`src/rtl/cmp_pkg.sv`:
```
// Shared definitions for the min/max sequencer: state encoding,
// comparator result bit positions and default widths.
package cmp_pkg;

    localparam int W_DEF     = 4;
    localparam int CNT_W_DEF = 4;

    // Comparator result bit positions (exactly one bit is set).
    localparam int GT_BIT = 2;
    localparam int EQ_BIT = 1;
    localparam int LT_BIT = 0;

    // State encodings.
    localparam logic [2:0] S_IDLE    = 3'd0;
    localparam logic [2:0] S_WAIT    = 3'd1;
    localparam logic [2:0] S_CMP_MAX = 3'd2;
    localparam logic [2:0] S_CMP_MIN = 3'd3;
    localparam logic [2:0] S_DONE    = 3'd4;

    typedef enum logic [2:0] {
        ST_IDLE    = S_IDLE,
        ST_WAIT    = S_WAIT,
        ST_CMP_MAX = S_CMP_MAX,
        ST_CMP_MIN = S_CMP_MIN,
        ST_DONE    = S_DONE
    } state_t;

endpackage

```
`src/rtl/cmp_mag.sv`:
```
// Combinational W-bit unsigned magnitude comparator: y = {a>b, a==b, a<b}.
module cmp_mag
    import cmp_pkg::*;
#(
    parameter int W = W_DEF
) (
    input  logic [W-1:0] a,
    input  logic [W-1:0] b,
    output logic [2:0]   y
);

    // One-hot compare result; exactly one branch fires.
    always_comb begin
        y = 3'b000;
        if (a > b) begin
            y[GT_BIT] = 1'b1;
        end else if (a == b) begin
            y[EQ_BIT] = 1'b1;
        end else begin
            y[LT_BIT] = 1'b1;
        end
    end

endmodule

```
`src/rtl/cmp_minmax_seq.sv`:
```
// Burst min/max finder: one shared comparator is used twice per sample,
// first against the running max, then against the running min.
module cmp_minmax_seq
    import cmp_pkg::*;
#(
    parameter int W     = W_DEF,
    parameter int CNT_W = CNT_W_DEF
) (
    input  logic             clk,
    input  logic             rst,
    input  logic             start,
    input  logic [CNT_W-1:0] len,
    input  logic             in_valid,
    input  logic [W-1:0]     in_data,
    output logic             in_ready,
    output logic             busy,
    output logic             done,
    output logic [W-1:0]     max_val,
    output logic [W-1:0]     min_val,
    output logic [CNT_W-1:0] max_idx,
    output logic [CNT_W-1:0] max_cnt
);

    localparam logic [CNT_W-1:0] ZERO_C = {CNT_W{1'b0}};
    localparam logic [CNT_W-1:0] ONE_C  = {{(CNT_W-1){1'b0}}, 1'b1};
    localparam logic [W-1:0]     DZERO_C = {W{1'b0}};

    state_t           state_r;
    state_t           state_s;
    logic [CNT_W-1:0] len_r;
    logic [CNT_W-1:0] idx_r;
    logic [W-1:0]     operand_r;
    logic [W-1:0]     max_val_r;
    logic [W-1:0]     min_val_r;
    logic [CNT_W-1:0] max_idx_r;
    logic [CNT_W-1:0] max_cnt_r;
    logic             in_ready_r;
    logic             busy_r;
    logic             done_r;
    logic [W-1:0]     cmp_b_s;
    logic [2:0]       cmp_y_s;
    logic             xfer_s;
    logic             last_s;

    // in_ready_r is high exactly while in WAIT, so this is the handshake.
    assign xfer_s = in_valid & in_ready_r;
    assign last_s = (idx_r == (len_r - ONE_C));

    // Comparator B operand follows the compare phase; A is always the sample.
    always_comb begin
        cmp_b_s = max_val_r;
        case (state_r)
            ST_CMP_MIN: cmp_b_s = min_val_r;
            default:    cmp_b_s = max_val_r;
        endcase
    end

    cmp_mag #(.W(W)) u_cmp (
        .a (operand_r),
        .b (cmp_b_s),
        .y (cmp_y_s)
    );

    // Next-state decode.
    always_comb begin
        state_s = state_r;
        case (state_r)
            ST_IDLE: begin
                if (start) begin
                    if (len != ZERO_C) begin
                        state_s = ST_WAIT;
                    end else begin
                        state_s = ST_DONE;
                    end
                end else begin
                    state_s = ST_IDLE;
                end
            end
            ST_WAIT: begin
                if (xfer_s) begin
                    if (idx_r != ZERO_C) begin
                        state_s = ST_CMP_MAX;
                    end else if (last_s) begin
                        state_s = ST_DONE;
                    end else begin
                        state_s = ST_WAIT;
                    end
                end else begin
                    state_s = ST_WAIT;
                end
            end
            ST_CMP_MAX: state_s = ST_CMP_MIN;
            ST_CMP_MIN: begin
                if (last_s) begin
                    state_s = ST_DONE;
                end else begin
                    state_s = ST_WAIT;
                end
            end
            ST_DONE:  state_s = ST_IDLE;
            default:  state_s = ST_IDLE;
        endcase
    end

    // State register.
    always_ff @(posedge clk) begin
        if (rst) begin
            state_r <= ST_IDLE;
        end else begin
            state_r <= state_s;
        end
    end

    // Handshake/status outputs registered from the upcoming state.
    always_ff @(posedge clk) begin
        if (rst) begin
            in_ready_r <= 1'b0;
            busy_r     <= 1'b0;
            done_r     <= 1'b0;
        end else begin
            in_ready_r <= (state_s == ST_WAIT);
            busy_r     <= (state_s == ST_WAIT) || (state_s == ST_CMP_MAX) ||
                          (state_s == ST_CMP_MIN);
            done_r     <= (state_s == ST_DONE);
        end
    end

    // Burst datapath: length/index counters, operand and running results.
    always_ff @(posedge clk) begin
        if (rst) begin
            len_r     <= ZERO_C;
            idx_r     <= ZERO_C;
            operand_r <= DZERO_C;
            max_val_r <= DZERO_C;
            min_val_r <= DZERO_C;
            max_idx_r <= ZERO_C;
            max_cnt_r <= ZERO_C;
        end else begin
            case (state_r)
                ST_IDLE: begin
                    if (start) begin
                        len_r     <= len;
                        idx_r     <= ZERO_C;
                        operand_r <= DZERO_C;
                        max_val_r <= DZERO_C;
                        min_val_r <= DZERO_C;
                        max_idx_r <= ZERO_C;
                        max_cnt_r <= ZERO_C;
                    end
                end
                ST_WAIT: begin
                    if (xfer_s) begin
                        operand_r <= in_data;
                        if (idx_r == ZERO_C) begin
                            // First sample seeds both extremes without comparing.
                            max_val_r <= in_data;
                            min_val_r <= in_data;
                            max_idx_r <= ZERO_C;
                            max_cnt_r <= ONE_C;
                            if (!last_s) begin
                                idx_r <= idx_r + ONE_C;
                            end
                        end
                    end
                end
                ST_CMP_MAX: begin
                    if (cmp_y_s[GT_BIT]) begin
                        max_val_r <= operand_r;
                        max_idx_r <= idx_r;
                        max_cnt_r <= ONE_C;
                    end else if (cmp_y_s[EQ_BIT]) begin
                        max_cnt_r <= max_cnt_r + ONE_C;
                    end
                end
                ST_CMP_MIN: begin
                    // Strict less-than only, so ties keep the current min.
                    if (cmp_y_s[LT_BIT]) begin
                        min_val_r <= operand_r;
                    end
                    if (!last_s) begin
                        idx_r <= idx_r + ONE_C;
                    end
                end
                default: begin
                    len_r <= len_r;
                end
            endcase
        end
    end

    assign in_ready = in_ready_r;
    assign busy     = busy_r;
    assign done     = done_r;
    assign max_val  = max_val_r;
    assign min_val  = min_val_r;
    assign max_idx  = max_idx_r;
    assign max_cnt  = max_cnt_r;

endmodule

```
`config.mk`:
```
export PLATFORM = sky130hd
export DESIGN_NAME = cmp_minmax_seq
export DESIGN_NICKNAME = d
export VERILOG_FILES = /design/src/rtl/cmp_pkg.sv /design/src/rtl/cmp_mag.sv /design/src/rtl/cmp_minmax_seq.sv
export SDC_FILE = /design/constraint.sdc
export NUM_CORES = 1
export LEC_CHECK = 0
export CAP_MARGIN = 0
export CORE_UTILIZATION = 62
export CTS_CLUSTER_DIAMETER = 80
export DETAILED_ROUTE_END_ITERATION = 8
export DONT_BUFFER_PORTS = 1
export PLACE_DENSITY_LB_ADDON = 0.2
export SETUP_SLACK_MARGIN = 0.15
export SLEW_MARGIN = 5
export SYNTH_ARGS = -nofsm -noshare
export SYNTH_HDL_FRONTEND = slang
export SYNTH_SLANG_ARGS = --single-unit
```
`constraint.sdc`:
```
create_clock -name clk -period 3.4 [get_ports clk]
set_clock_uncertainty 0.2 [all_clocks]
set_input_delay 0.51 -clock clk [delete_from_list [all_inputs] [get_ports clk]]
set_output_delay 0.51 -clock clk [all_outputs]
set_load 0.03 [all_outputs]
```
# After elaboration in Yosys (flattened, before gate mapping)
# Cells that the tools add are included.
# word_totals
register_bits	34
inputBits	12
wordCells	79
# op_classes
addsub	3
n_lt_le_gt_ge	1
n_eq_ne	15
muxes	33
n_bitwise	1
reduce_logical	15
# ops
operator	count
$mux 4	17
$pmux 4 s3	5
$mux 3	5
$reduce_and 5->1	3
$eq 3x2->1 const B	4
$pmux 3 s4	1
$ne 2x2->1 const B	5
$add 4x1->4 const B	2
$eq 4x4->1	2
$pmux 4 s2	1
$reduce_bool 4->1	2
$eq 3x1->1 const B	2
$reduce_bool 3->1	2
$gt 4x4->1	1
$logic_not 4->1	1
$reduce_and 4->1	1
$sub 4x1->4 const B	1
$eq 3x3->1 const B	1
$logic_not 3->1	1
$mux 1	3
$ne 3x3->1 const B	1
$reduce_and 3->1	1
$logic_or 1x1->1	2
$mux 2	1
3 further kinds	3

# Depth between registers and ports, before layout
# depth
ltp_word	9
depth_mapped	10
ltp_nobuf	8

# By module
# A second synthesis with hierarchy kept.
# hier_totals
hier_cells	225
area_unflattened_um2	1878.1
# modules_own_cells
mod	instances	cells_per_inst	area_per_inst_um2
cmp_minmax_seq	1	208	1752.9
cmp_mag	1	17	125.1

# Worst setup path before layout
# No wires, ideal clock.
# synth_timing
path_kind	register to register
from	register state_r[1]
to	register min_val_r[0], in the netlist min_val[0]
setup_time_ps	136
arrival_time_ps	2451
required_ps	3064
path_slack_ps	613
stages_incl_launch_ff	10
n_path_buf	1
synth_period_minus_slack_ps	2787
path_cell_list	dfxtp_1 buf_2 nand3b_1 mux2_2 ha_1 nand2b_1 a21o_1 a21boi_1 o22ai_1 mux2i_1
# synth_via
elab_chain_cells	7
# synth_lines
item	line_no	text
start: declaration	cmp_minmax_seq.sv:28	state_t state_r;
start signal: assignment	cmp_minmax_seq.sv:110	state_r <= state_s;
parallel branches: the longest is 7 deep, another holds $gt 4x4->1	n/a	
end signal: assignment	cmp_minmax_seq.sv:157	min_val_r <= in_data;
end signal: assignment	cmp_minmax_seq.sv:178	min_val_r <= operand_r;
end: declaration	cmp_minmax_seq.sv:34	logic [W-1:0] min_val_r;
# Parallel ways; which one is timed is not known.
# A chain may end at the register's enable or synchronous reset.

# Worst setup path after layout
# layout_timing
from	register state_r[2]
to	register max_cnt_r[3], in the netlist max_cnt[3]
# layout_via
elab_chain_cells	7
# layout_lines
item	line_no	text
parallel branches: the longest is 7 deep, another holds $gt 4x4->1	n/a	
end signal: assignment	cmp_minmax_seq.sv:172	max_cnt_r <= max_cnt_r + ONE_C;
end: declaration	cmp_minmax_seq.sv:36	logic [CNT_W-1:0] max_cnt_r;
# Parallel ways; which one is timed is not known.

==> metrics.json <==
{
  "run_status": "finished, violations left",
  "violations_in_the_final_reports": "design-rule violations",
  "synth.area.mux_share_pct": 9.16,
  "pre_cts_ws_ns": 0.345,
  "post-route-cell-area_mm2": 0.00200,
  "setup_repair_after_global_routing_missed_its_margin": "no",
  "placement_rows": 19,
  "nNetsFinal": 242,
  "num_io_pins": 31,
  "synth_flop_cell": "dfxtp_1",
  "main_combinational_cell_family_by_area_after_synthesis": "simple AND/OR/NAND/NOR gates",
  "num_antenna_cells": 0,
  "yosys_warnings": 0,
  "critical_path_class": "register to register",
  "detailedRoute.firstIterationViolations": 84,
  "post_synth_simple_gate_area_pct": 23.6,
  "setup.worst_path.start_class": "register",
  "router_iterations_before_antenna_repair": 6,
  "fillerInstances": 226,
  "seq_power_share_pct": 54.6,
  "netlist-cell-type-count": 44,
  "critical_path.endpoint_type": "register",
  "grt_start_max_net_pins": 24,
  "synth_compound_gate_area_share_pct": 19.5,
  "place.port_buffers": 0,
  "synth_top_cells_by_area": "dfxtp_1 35%, a21oi_1 6.2%, mux2i_1 6.2%",
  "die_width_um": 57.7,
  "achievable-frequency_ghz": 0.342,
  "layout_setup_ws_ns": 0.473,
  "async_reset_ff_share_pct": 0,
  "p_int_uw": 573,
  "dp_hpwl_mm": 3.17,
  "clock_sink_count": 34,
  "via_per_inst": 6.46,
  "yosys.area.top_type": "dfxtp_1",
  "cts-buffers-inserted": 5,
  "postSynthRegisterBits": 34,
  "stdcell_count": 254,
  "initial_core_util_pct": 67.5,
  "power.share.clock_pct": 28.3,
  "layout_min_cycle_time_ns": 2.93,
  "finalSetupViolCount": 0,
  "clkSlewWorstSetupHoldPaths_ns": 0.11,
  "ff2ff_setup_slack_ns": 0.47,
  "remaining_drc_errors": 1,
  "grt_use_total_pct": 27.6,
  "hold_viol": 0,
  "power_per_cell_area_mw_per_mm2": 412,
  "arrival_time_reported_for_the_critical_path_endpoint_ns": 3.00,
  "timing.critical_path.fanout_max": 17,
  "core_area_mm2": 0.00285,
  "htree_num_levels": 2,
  "most_used_cells_in_the_layout_excluding_fill_and_tap_cells": "34 x dfxtp_1, 28 x nand2_1, 24 x a21oi_1, 12 x mux2i_1, 11 x nor2_1",
  "via_count": 1641,
  "synth_top_cell_area_share_pct": 35.3,
  "synthToLayoutAreaGrowth_pct": 4.03,
  "drive_gt1_share_pct": 10.8,
  "number_of_antenna_violations_at_the_first_check_in_global_routing": 0,
  "detail_route.wl_per_cell_um": 16.4,
  "post_synth_inst_count": 221,
  "post-route-period-util_pct": 86.1,
  "drt.antenna.violating_nets": 0,
  "cts-root-buf": "clkbuf_4",
  "dp_cells": 245,
  "yosys.area_share.xor_xnor_pct": 2.73,
  "syn_area_per_cell_um2": 8.72,
  "clock_latency_ns": 0.34,
  "layout.cells.most_common": "dfxtp_1",
  "max_slew_margin_pct": 43.9,
  "wire_length_of_the_first_global_routing_pass_mm": 7.03,
  "maxSlewViolCount": 0,
  "dieArea_mm2": 0.00333,
  "maxCapViolations": 0,
  "cts_max_path_buffers": 2,
  "placedInstanceArea_mm2": 0.00193,
  "totalWireLength_mm": 4.17,
  "p_sw_share_pct": 30.6,
  "dieHeight_um": 57.7,
  "p_sw_uw": 252,
  "globalplace.congestion": 0.915,
  "grt.overflow.total": 0,
  "hold_class": "input port to register",
  "synth_seq_area_share_pct": 35.3,
  "comb_power_share_pct": 17.0,
  "actual_transition_at_the_worst_max_transition_pin_ns": 0.839,
  "worst_ep_required_time_ns": 3.48,
  "first_global_vias": 1602,
  "synth_edf_count": 0,
  "irDropWorstVdd_mv": 0.306,
  "p_leak_nw": 0.774,
  "clock_tree_from_tritoncts": "yes",
  "syn-num-nets": 241,
  "post_cts.repair.setup_buffers": 0,
  "yosys.area_share.adder_pct": 5.19,
  "setup_tns_ns": 0,
  "synthesis.area_mm2": 0.00193
}
[cells in the mapped netlist, drive strengths merged, types with 2 or more instances]
library cell	count
o22ai	2
or3	3
nand3	7
xnor2	4
nor4	3
buf	6
o311a	6
a21oi	24
o31ai	2
nand2b	5
nand2	28
mux2i	12
clkbuf	4
ha	8
inv	8
nor3b	3
o21ai	8
mux2	5
nand4	2
nor3	3
dfxtp	34
nand3b	5
nor2b	4
a31o	2
nor2	11
o21a	2
xor2	2
and2	6
[critical path: stages (launching register included)]
cell	delay, ns
dfxtp_1	0.50
nand3b_1	0.32
buf_4	0.21
mux2i_1	0.18
ha_1	0.27
nor2b_1	0.14
o21ai_0	0.26
a211oi_2	0.12
buf_4	0.20
or3_1	0.35
a21oi_1	0.12
[power by group through the flow]
stage                     sequential, mW  combinational, mW  clock [mW]
final                              0.451              0.141       0.233
after global routing               0.453              0.157       0.256
after CTS                          0.450              0.137       0.237
after detailed placement           0.460              0.136           0
after global placement             0.459              0.130           0
after floorplan                    0.452              0.121           0
[cells by family after synthesis]
family	after synthesis
adder cells (fa/ha/maj)	8
AO/OA/AOI/OAI	53
XOR/XNOR	6
buffers and inverters	18
AND/OR/NAND/NOR	85
multiplexers	17
flip-flops	34
[routing by layer]
metal	routed length [um]	global-route usage, %	share of wire, %
met4	79	11.2	1.9
met2	1940	45.8	47
met5	0	0	0
met1	1910	34.1	46
met3	243	7.14	5.8
[final timing paths]
check / from / to / depth (start not counted)
setup / recovery: state_r[2] / max_cnt[3] / 10
hold / removal: rst / max_idx[2] / 1
setup reg to reg: state_r[2] / max_cnt[3] / 10
hold reg to reg: len_r[1] / len_r[1] / 2
[state kept, by name (all words and copies together) (netlist names)]
register   cells
len_r          4
done           1
max_cnt        4
state_r        3
idx_r          4
min_val        4
operand_r      4
busy           1
in_ready       1
max_idx        4
max_val        4
[cell type report]
class                      count  area (um^2)  area share (%)
clock inverter                 1         5.00           0.250
timing repair buffer           4         32.5            1.62
multi-input combinational    169         1160            58.0
clock buffer                   7         55.1            2.75
sequential                    34          681            34.0
tap                           31         38.8            1.94
inverter                       8         30.0            1.50
[what timing repair did]
action / CTS / global route
gates resized for setup: 0 / 1
setup endpoints to repair: 0 / 4
endpoints found under the hold margin: 0 / 2
hold buffers: 0 / 1
[stage by stage]
stage,total power [mW],hold slack (ns),util [%]
global route,0.866,0.00736,70.3
finish,0.825,0.0155,70.3
CTS,0.824,0.0172,69.8
global placement,0.589,0.255,67.7
detailed placement,0.596,0.266,67.7
floorplan,0.574,0.248,-
No activity file was read; power rests on OpenSTA's default activity.
